===== src/rtl/cis_pkg.sv =====
// Shared types and constants for the CIS line-capture receive path.
package cis_pkg;
  localparam int PIX_W  = 8;
  localparam int WORD_W = 32;
  localparam logic [15:0] HDR_MAGIC = 16'hA55A;

  typedef enum logic [2:0] {IDLE, SKIP, CAPT, FLUSH, DONE} state_t;

  function automatic logic [15:0] sat_inc16(input logic [15:0] v);
    return (v == 16'hFFFF) ? v : v + 16'd1;
  endfunction
endpackage


===== src/rtl/cis_pix_pack.sv =====
// 4:1 byte packer: first pixel lands in [7:0]; completed or flushed words
// appear on word_o one cycle after the pixel/flush that closed them.
module cis_pix_pack
  import cis_pkg::*;
(
  input  logic              clk,
  input  logic              rst,
  input  logic              shift_i,
  input  logic [PIX_W-1:0]  data_i,
  input  logic              flush_i,
  input  logic              clear_i,
  output logic [WORD_W-1:0] word_o,
  output logic              word_valid_o,
  output logic [1:0]        count_o
);
  logic [23:0]       buf_q, buf_d;
  logic [1:0]        cnt_q, cnt_d;
  logic [WORD_W-1:0] word_q, word_d;
  logic              vld_q, vld_d;

  // The partial buffer is zeroed after every emitted word, so a flush
  // naturally carries zero padding in the unused upper bytes.
  always_comb begin
    buf_d  = buf_q;
    cnt_d  = cnt_q;
    word_d = word_q;
    vld_d  = 1'b0;
    if (clear_i) begin
      buf_d = '0;
      cnt_d = '0;
    end else if (flush_i) begin
      if (cnt_q != 2'd0) begin
        word_d = {8'h00, buf_q};
        vld_d  = 1'b1;
      end
      buf_d = '0;
      cnt_d = '0;
    end else if (shift_i) begin
      if (cnt_q == 2'd3) begin
        word_d = {data_i, buf_q};
        vld_d  = 1'b1;
        buf_d  = '0;
        cnt_d  = '0;
      end else begin
        case (cnt_q)
          2'd0:    buf_d[7:0]   = data_i;
          2'd1:    buf_d[15:8]  = data_i;
          default: buf_d[23:16] = data_i;
        endcase
        cnt_d = cnt_q + 2'd1;
      end
    end
  end

  always_ff @(posedge clk) begin
    if (rst) begin
      buf_q  <= '0;
      cnt_q  <= '0;
      word_q <= '0;
      vld_q  <= 1'b0;
    end else begin
      buf_q  <= buf_d;
      cnt_q  <= cnt_d;
      word_q <= word_d;
      vld_q  <= vld_d;
    end
  end

  assign word_o       = word_q;
  assign word_valid_o = vld_q;
  assign count_o      = cnt_q;
endmodule


===== src/rtl/cis_line_capture.sv =====
// CIS line capture: skips dummy pixels, packs active pixels into FIFO words,
// counts lines and signals frame end. Optional line header: CIS_LINE_HEADER_EN.
module cis_line_capture
  import cis_pkg::*;
#(
  parameter int PIX_PER_LINE    = 5184,
  parameter int SKIP_PIX        = 16,
  parameter int LINES_PER_FRAME = 4096
) (
  input  logic              clk,
  input  logic              rst,
  input  logic              frame_start,
  input  logic              triger,
  input  logic              stop_req,
  input  logic              adc_valid,
  input  logic [PIX_W-1:0]  adc_data,
  input  logic              fifo_full,
  output logic              wr_en,
  output logic [WORD_W-1:0] wr_data,
  output logic [15:0]       line_cnt,
  output logic              line_err,
  output logic              overflow,
  output logic              frame_done
);
  localparam logic [15:0] LAST_PIX  = 16'(PIX_PER_LINE - 1);
  localparam logic [15:0] LAST_SKIP = 16'(SKIP_PIX - 1);
  localparam state_t      FIRST_ST  = (SKIP_PIX == 0) ? CAPT : SKIP;

  state_t      state_q;
  logic        fs_q, armed_q, fs_fell_q, stop_q;
  logic [15:0] skip_cnt_q, pix_cnt_q, line_cnt_q, line_cnt_d, line_cnt_inc;
  logic        line_err_q, frame_done_q, overflow_q;

  logic        fs_rise, in_line, trig_ok, last_pix, skip_last, truncate;
  logic        end_frame, go_line;
  logic        pk_shift, pk_flush, pk_clear, pk_vld;
  logic [1:0]  pk_cnt;
  logic [WORD_W-1:0] pk_word, hdr_word;
  logic        hdr_fire, wr_req;

  always_comb begin
    fs_rise      = frame_start & ~fs_q;
    in_line      = (state_q == SKIP) || (state_q == CAPT);
    trig_ok      = triger & frame_start & ~fs_fell_q;
    last_pix     = (state_q == CAPT) && adc_valid && (pix_cnt_q == LAST_PIX);
    skip_last    = (state_q == SKIP) && adc_valid && (skip_cnt_q == LAST_SKIP);
    // A trigger on the closing pixel starts the next line rather than truncating.
    truncate     = in_line & trig_ok & ~last_pix;
    line_cnt_inc = sat_inc16(line_cnt_q);
    end_frame    = stop_req | stop_q | ~frame_start | fs_fell_q |
                   ({16'd0, line_cnt_inc} >= 32'(LINES_PER_FRAME));
    go_line      = ((state_q == IDLE) & triger & frame_start & (armed_q | fs_rise))
                 | (truncate & ((state_q == SKIP) | (pk_cnt == 2'd0)))
                 | (state_q == FLUSH)
                 | (last_pix & ~end_frame & trig_ok);
    if ((state_q == IDLE) && fs_rise)
      line_cnt_d = '0;
    else if (last_pix)
      line_cnt_d = line_cnt_inc;
    else
      line_cnt_d = line_cnt_q;
    pk_shift = (state_q == CAPT) & adc_valid & ~truncate;
    pk_flush = truncate & (state_q == CAPT);
    pk_clear = (state_q == IDLE) | (state_q == DONE);
  end

  always_ff @(posedge clk) begin
    if (rst) begin
      state_q      <= IDLE;
      fs_q         <= 1'b0;
      armed_q      <= 1'b0;
      fs_fell_q    <= 1'b0;
      stop_q       <= 1'b0;
      skip_cnt_q   <= '0;
      pix_cnt_q    <= '0;
      line_cnt_q   <= '0;
      line_err_q   <= 1'b0;
      frame_done_q <= 1'b0;
      overflow_q   <= 1'b0;
    end else begin
      fs_q         <= frame_start;
      line_err_q   <= truncate;
      frame_done_q <= 1'b0;
      line_cnt_q   <= line_cnt_d;
      overflow_q   <= (overflow_q & ~fs_rise) | (wr_req & fifo_full);
      if (fs_rise) armed_q <= 1'b1;
      if (state_q == IDLE) begin
        fs_fell_q <= 1'b0;
        stop_q    <= 1'b0;
      end else if (state_q != DONE) begin
        if (!frame_start) fs_fell_q <= 1'b1;
        if (stop_req)     stop_q    <= 1'b1;
      end
      if (go_line) begin
        state_q    <= FIRST_ST;
        skip_cnt_q <= '0;
        pix_cnt_q  <= '0;
      end else begin
        case (state_q)
          SKIP: begin
            if (skip_last) begin
              state_q   <= CAPT;
              pix_cnt_q <= '0;
            end else if (adc_valid) begin
              skip_cnt_q <= skip_cnt_q + 16'd1;
            end
          end
          CAPT: begin
            if (truncate) begin
              state_q <= FLUSH;
            end else if (last_pix) begin
              if (end_frame) begin
                state_q      <= DONE;
                frame_done_q <= 1'b1;
                armed_q      <= 1'b0;
              end else begin
                state_q <= IDLE;
              end
            end else if (adc_valid) begin
              pix_cnt_q <= pix_cnt_q + 16'd1;
            end
          end
          DONE:    state_q <= IDLE;
          default: ;
        endcase
      end
    end
  end

  cis_pix_pack u_pack (
    .clk          (clk),
    .rst          (rst),
    .shift_i      (pk_shift),
    .data_i       (adc_data),
    .flush_i      (pk_flush),
    .clear_i      (pk_clear),
    .word_o       (pk_word),
    .word_valid_o (pk_vld),
    .count_o      (pk_cnt)
  );

`ifdef CIS_LINE_HEADER_EN
  logic              go_capt, hdr_pend_q;
  logic [WORD_W-1:0] hdr_word_q;

  // Header waits a cycle if the previous line's last word is still leaving.
  assign go_capt  = (go_line & (SKIP_PIX == 0)) | (skip_last & ~truncate);
  assign hdr_fire = hdr_pend_q & ~pk_vld;
  assign hdr_word = hdr_word_q;

  always_ff @(posedge clk) begin
    if (rst) begin
      hdr_pend_q <= 1'b0;
      hdr_word_q <= '0;
    end else if (go_capt) begin
      hdr_pend_q <= 1'b1;
      hdr_word_q <= {HDR_MAGIC, line_cnt_d};
    end else if (hdr_fire) begin
      hdr_pend_q <= 1'b0;
    end
  end
`else
  assign hdr_fire = 1'b0;
  assign hdr_word = '0;
`endif

  assign wr_req     = pk_vld | hdr_fire;
  assign wr_en      = wr_req & ~fifo_full;
  assign wr_data    = hdr_fire ? hdr_word : pk_word;
  assign line_cnt   = line_cnt_q;
  assign line_err   = line_err_q;
  assign overflow   = overflow_q;
  assign frame_done = frame_done_q;
endmodule


===== config.mk =====
export PLATFORM = sky130hd
export DESIGN_NAME = cis_line_capture
export DESIGN_NICKNAME = d
export VERILOG_FILES = /design/src/rtl/cis_pkg.sv /design/src/rtl/cis_pix_pack.sv /design/src/rtl/cis_line_capture.sv
export SDC_FILE = /design/constraint.sdc
export NUM_CORES = 1
export LEC_CHECK = 0
export CAP_MARGIN = 20
export CORE_ASPECT_RATIO = 1.4
export CORE_MARGIN = 2
export CORE_UTILIZATION = 48
export CTS_BUF_LIST = sky130_fd_sc_hd__clkbuf_8
export CTS_CLUSTER_DIAMETER = 30
export DETAILED_ROUTE_END_ITERATION = 10
export HOLD_SLACK_MARGIN = 0.03
export MAX_ROUTING_LAYER = met4
export PLACE_DENSITY = 0.81
export RECOVER_POWER = 50
export REMOVE_ABC_BUFFERS = 1
export SETUP_SLACK_MARGIN = 0.2
export SLEW_MARGIN = 20
export SYNTH_ARGS = -nofsm -noshare
export SYNTH_HDL_FRONTEND = slang
export SYNTH_SLANG_ARGS = --single-unit

===== constraint.sdc =====
create_clock -name clk -period 3.03 [get_ports clk]
set_input_delay 0.4545 -clock clk [delete_from_list [all_inputs] [get_ports clk]]
set_output_delay 0.4545 -clock clk [all_outputs]
set_load 0.01 [all_outputs]

==> run summary, run 1 <==
Worst Reg-to-Reg Cells = 8
Final setup violation count = 0
Final Hold Fails = 0
routed via count = 4,670
post-DR vias/cell = 5.64
CTS tree = done
max-cap violations = 0
drc violations = 0
HPWL after DPL = 8760 microns
worst min path class = reg -> reg
Skew-Pair Late Insertion Delay = 0.45 ns
Leakage = 2.35 nW
I/O Pins = 67
Yosys reg bits = 117
ys flop type = dfxtp_1
met2 GRT Util = 38.7%
Pre-Repair DR Iteration Count = 5
async set or reset register ratio after synthesis = 0%
Least-Margin Pin Slew = 0.971 ns
CP max FO = 14
Die Y-Extent = 126 microns
met1 usage = 25.6%
Reg2Reg Setup Slack = 0.34 ns
status = finished clean
TritonCTS Buffers = 17
worst path arrival time = 3.02 ns
die area = 11,500 sq um
clk sinks = 117
H-tree levels = 4
Max-slew headroom = 35.3%
pin count of the biggest net entering global routing = 26
YS warnings = 0
Clock Pin Slew Worst Setup and Hold Paths = 0.07 ns
unrepaired setup endpoints after global routing = no
vias in the first global route = 4,542
period utilization = 88.8%
first-pass GRT wire length = 20,900 microns
FP Rows = 44
Post-Route WL = 12,500 microns
Final Skew = 0.0102 ns
clock tree buffer depth = 2
Final ANT Viol Nets = 0
Area Overhead vs Synth = 25.7%
reg2reg start = line_cnt[0]$_SDFFE_PP0P_
Slew Viols, Final = 0
clock period minus worst slack = 2.69 ns
root buffer cell = clkbuf_8
reg2reg end = pix_cnt_q[6]$_SDFFE_PP0P_
Syn Inst Count = 603
WL/cell = 15.1 microns
PD cells = 521 nW/um^2
Worst Hold End = u_pack.word_o[23]$_SDFFE_PP0P_
Pwr Total = 0.00335 W
global route hottest layer = met2
Initial Util = 49.2%
worst hold stages = 2
port buffer count = 66
Max IR drop VDD = 0.441 mV
Hold Path Origin = u_pack.word_o[23]$_SDFFE_PP0P_
chip width = 91.3 microns
Distinct cells, synth = 59
initial antenna violation count = 0
GR Util All Layers = 22.9%
core outline area = 10,400 sq um
Final #Nets = 699
Syn Area/Cell = 8.49 sq um
Worst EP required = 3.36 ns
final core occ = 61.9%
post-synthesis sequential area ratio = 45.7%
Max Freq = 0.372 GHz
crit start category = flop
Antenna diodes = 0
Starting DRT DRC Count = 372
total gr overflow = 0
layout cell share with drive strength beyond 1 = 10.0%
met3 usage = 5.20%
Crit Path Category = reg -> reg
Mapped Area = 5120 sq um
Final GP Congestion = 0.920
critical path endpoint category = flop
EDFF count, synth = 0
==> synth_stat cells (3+ instances only) <==
library cell / instances / share of area (%)
and3_1: 7 / 0.86
xnor2_1: 10 / 1.7
mux2i_1: 3 / 0.59
buf_2: 5 / 0.49
nor3_1: 6 / 0.59
a21oi_1: 46 / 4.5
ha_1: 6 / 1.5
o21ai_0: 15 / 1.5
dfxtp_1: 117 / 46
a32oi_1: 8 / 1.4
xor2_1: 30 / 5.1
nand4_1: 23 / 2.8
o21ai_1: 3 / 0.29
nand2b_1: 3 / 0.37
nor2_1: 87 / 6.4
nand2_1: 96 / 7.0
clkbuf_1: 18 / 1.3
or2_2: 3 / 0.37
a22oi_1: 11 / 1.6
nand3_1: 22 / 2.2
and4_1: 3 / 0.51
nor4_1: 4 / 0.49
nand3b_1: 9 / 1.3
nor2b_1: 5 / 0.61
or3_1: 3 / 0.37
inv_1: 12 / 0.88
buf_6: 3 / 0.66
a211oi_1: 3 / 0.44
and2_1: 5 / 0.61
==> per-layer routing <==
metal | wire length (microns) | vias to the layer above
met2 | 6440 | 144
met5 | 0 | -
li1 | - | 2244
met1 | 5160 | 2240
met3 | 593 | 42
met4 | 328 | 0
==> sequential cells by signal, indices dropped and copies added (netlist names), 2 cells and up <==
register,count
line_cnt,16
pix_cnt_q,16
u_pack.word_o,32
u_pack.count_o,2
state_q,3
u_pack.buf_q,24
skip_cnt_q,16
==> logic make-up (layout without fill, tap and decap cells) <==
group	Yosys count	count (layout)	share of synthesized area [%]
flops	117	117	45.7
buf+inv	40	127	3.52
compound gates	104	104	13.5
fa+ha+maj	6	6	1.47
xor+xnor	40	40	6.84
mux	5	5	1.03
simple gates	291	291	27.9
==> timing repair <==
action                     CTS  global route
gates cloned                 0             0
resized for setup            0             2
hold buffers                 0             0
hold endpoints to repair     0             0
pin swaps                    1             0
setup buffers                1             0
setup endpoints to repair   14            38
==> worst max-delay path, stage by stage, from the launching register on <==
cell and delay [ns]:
dfxtp_1 0.40, ha_1 0.24, nand3_1 0.18, nor3_2 0.25
mux2_2 0.37, or4_1 0.67, o211ai_4 0.26, buf_12 0.16
nor2_1 0.05
==> power by group <==
group / internal [W] / switching, W
clock: 0.00102 / 0.000644
combinational: 0.0000552 / 0.0000870
sequential: 0.00154 / 0.00000657
total: 0.00262 / 0.000737
==> cell usage in the layout, fill, tap and decap left out, types with 6 or more instances in the layout <==
cell type        synthesis  layout
and3_1                   7       7
a22oi_1                 11      11
buf_4                    0      11
nand4_1                 23      23
a21oi_1                 46      46
clkdlybuf4s50_1          0      13
ha_1                     6       6
o21ai_0                 15      15
xor2_1                  30      30
dfxtp_1                117     117
nand3b_1                 9       9
nand2_1                 96      96
dlygate4sd3_1            0      53
nor2_1                  87      87
nand3_1                 22      22
a32oi_1                  8       8
clkbuf_8                 0      19
inv_1                   12      13
xnor2_1                 10      10
==> stage by stage <==
step,instances,area (sq um),TNS [ns],setup WS [ns],hold slack [ns]
global placement,796,5970,0,0.215,0.441
CTS,828,6450,0,0.231,0.457
floorplan,575,4980,-7.08,-0.272,0.430
global route,828,6440,0,0.219,0.473
finish,828,6440,0,0.338,0.450
detailed placement,796,5970,0,0.162,0.447
==> worst max path at each step <==
stage	start	end	slack (ns)
2_1_floorplan	state_q[1]$_SDFFE_PP0P_	u_pack.word_o[24]$_SDFFE_PP0P_	-0.27
6_report	line_cnt[0]$_SDFFE_PP0P_	pix_cnt_q[6]$_SDFFE_PP0P_	0.34
5_1_grt	line_cnt[1]$_SDFFE_PP0P_	pix_cnt_q[5]$_SDFFE_PP0P_	0.22
3_5_place_dp	line_cnt[0]$_SDFFE_PP0P_	pix_cnt_q[5]$_SDFFE_PP0P_	0.16
4_1_cts	line_cnt[0]$_SDFFE_PP0P_	state_q[0]$_SDFFE_PP0P_	0.23
3_3_place_gp	frame_start	pix_cnt_q[9]$_SDFFE_PP0P_	0.22
==> area by class of cell <==
cell class | instances | area (sq um)
repair buffers | 84 | 805
well taps | 138 | 173
multi-input cells | 446 | 2610
flip-flops and latches | 117 | 2340
fillers | 858 | 3970
inverters | 12 | 45.0
clock buffers | 19 | 262
clock inverters | 12 | 203
(Power assumes the default switching activity.)
==> inputs of run 2 (changes only) <==
--- a/config.mk
+++ b/config.mk
@@ -18,7 +18,7 @@
 export RECOVER_POWER = 50
 export REMOVE_ABC_BUFFERS = 1
 export SETUP_SLACK_MARGIN = 0.2
-export SLEW_MARGIN = 20
+export SLEW_MARGIN = 30
 export SYNTH_ARGS = -nofsm -noshare
 export SYNTH_HDL_FRONTEND = slang
 export SYNTH_SLANG_ARGS = --single-unit
==> results of run 2 <==
Final layout, timing and power as in run 1 (identical DEF).
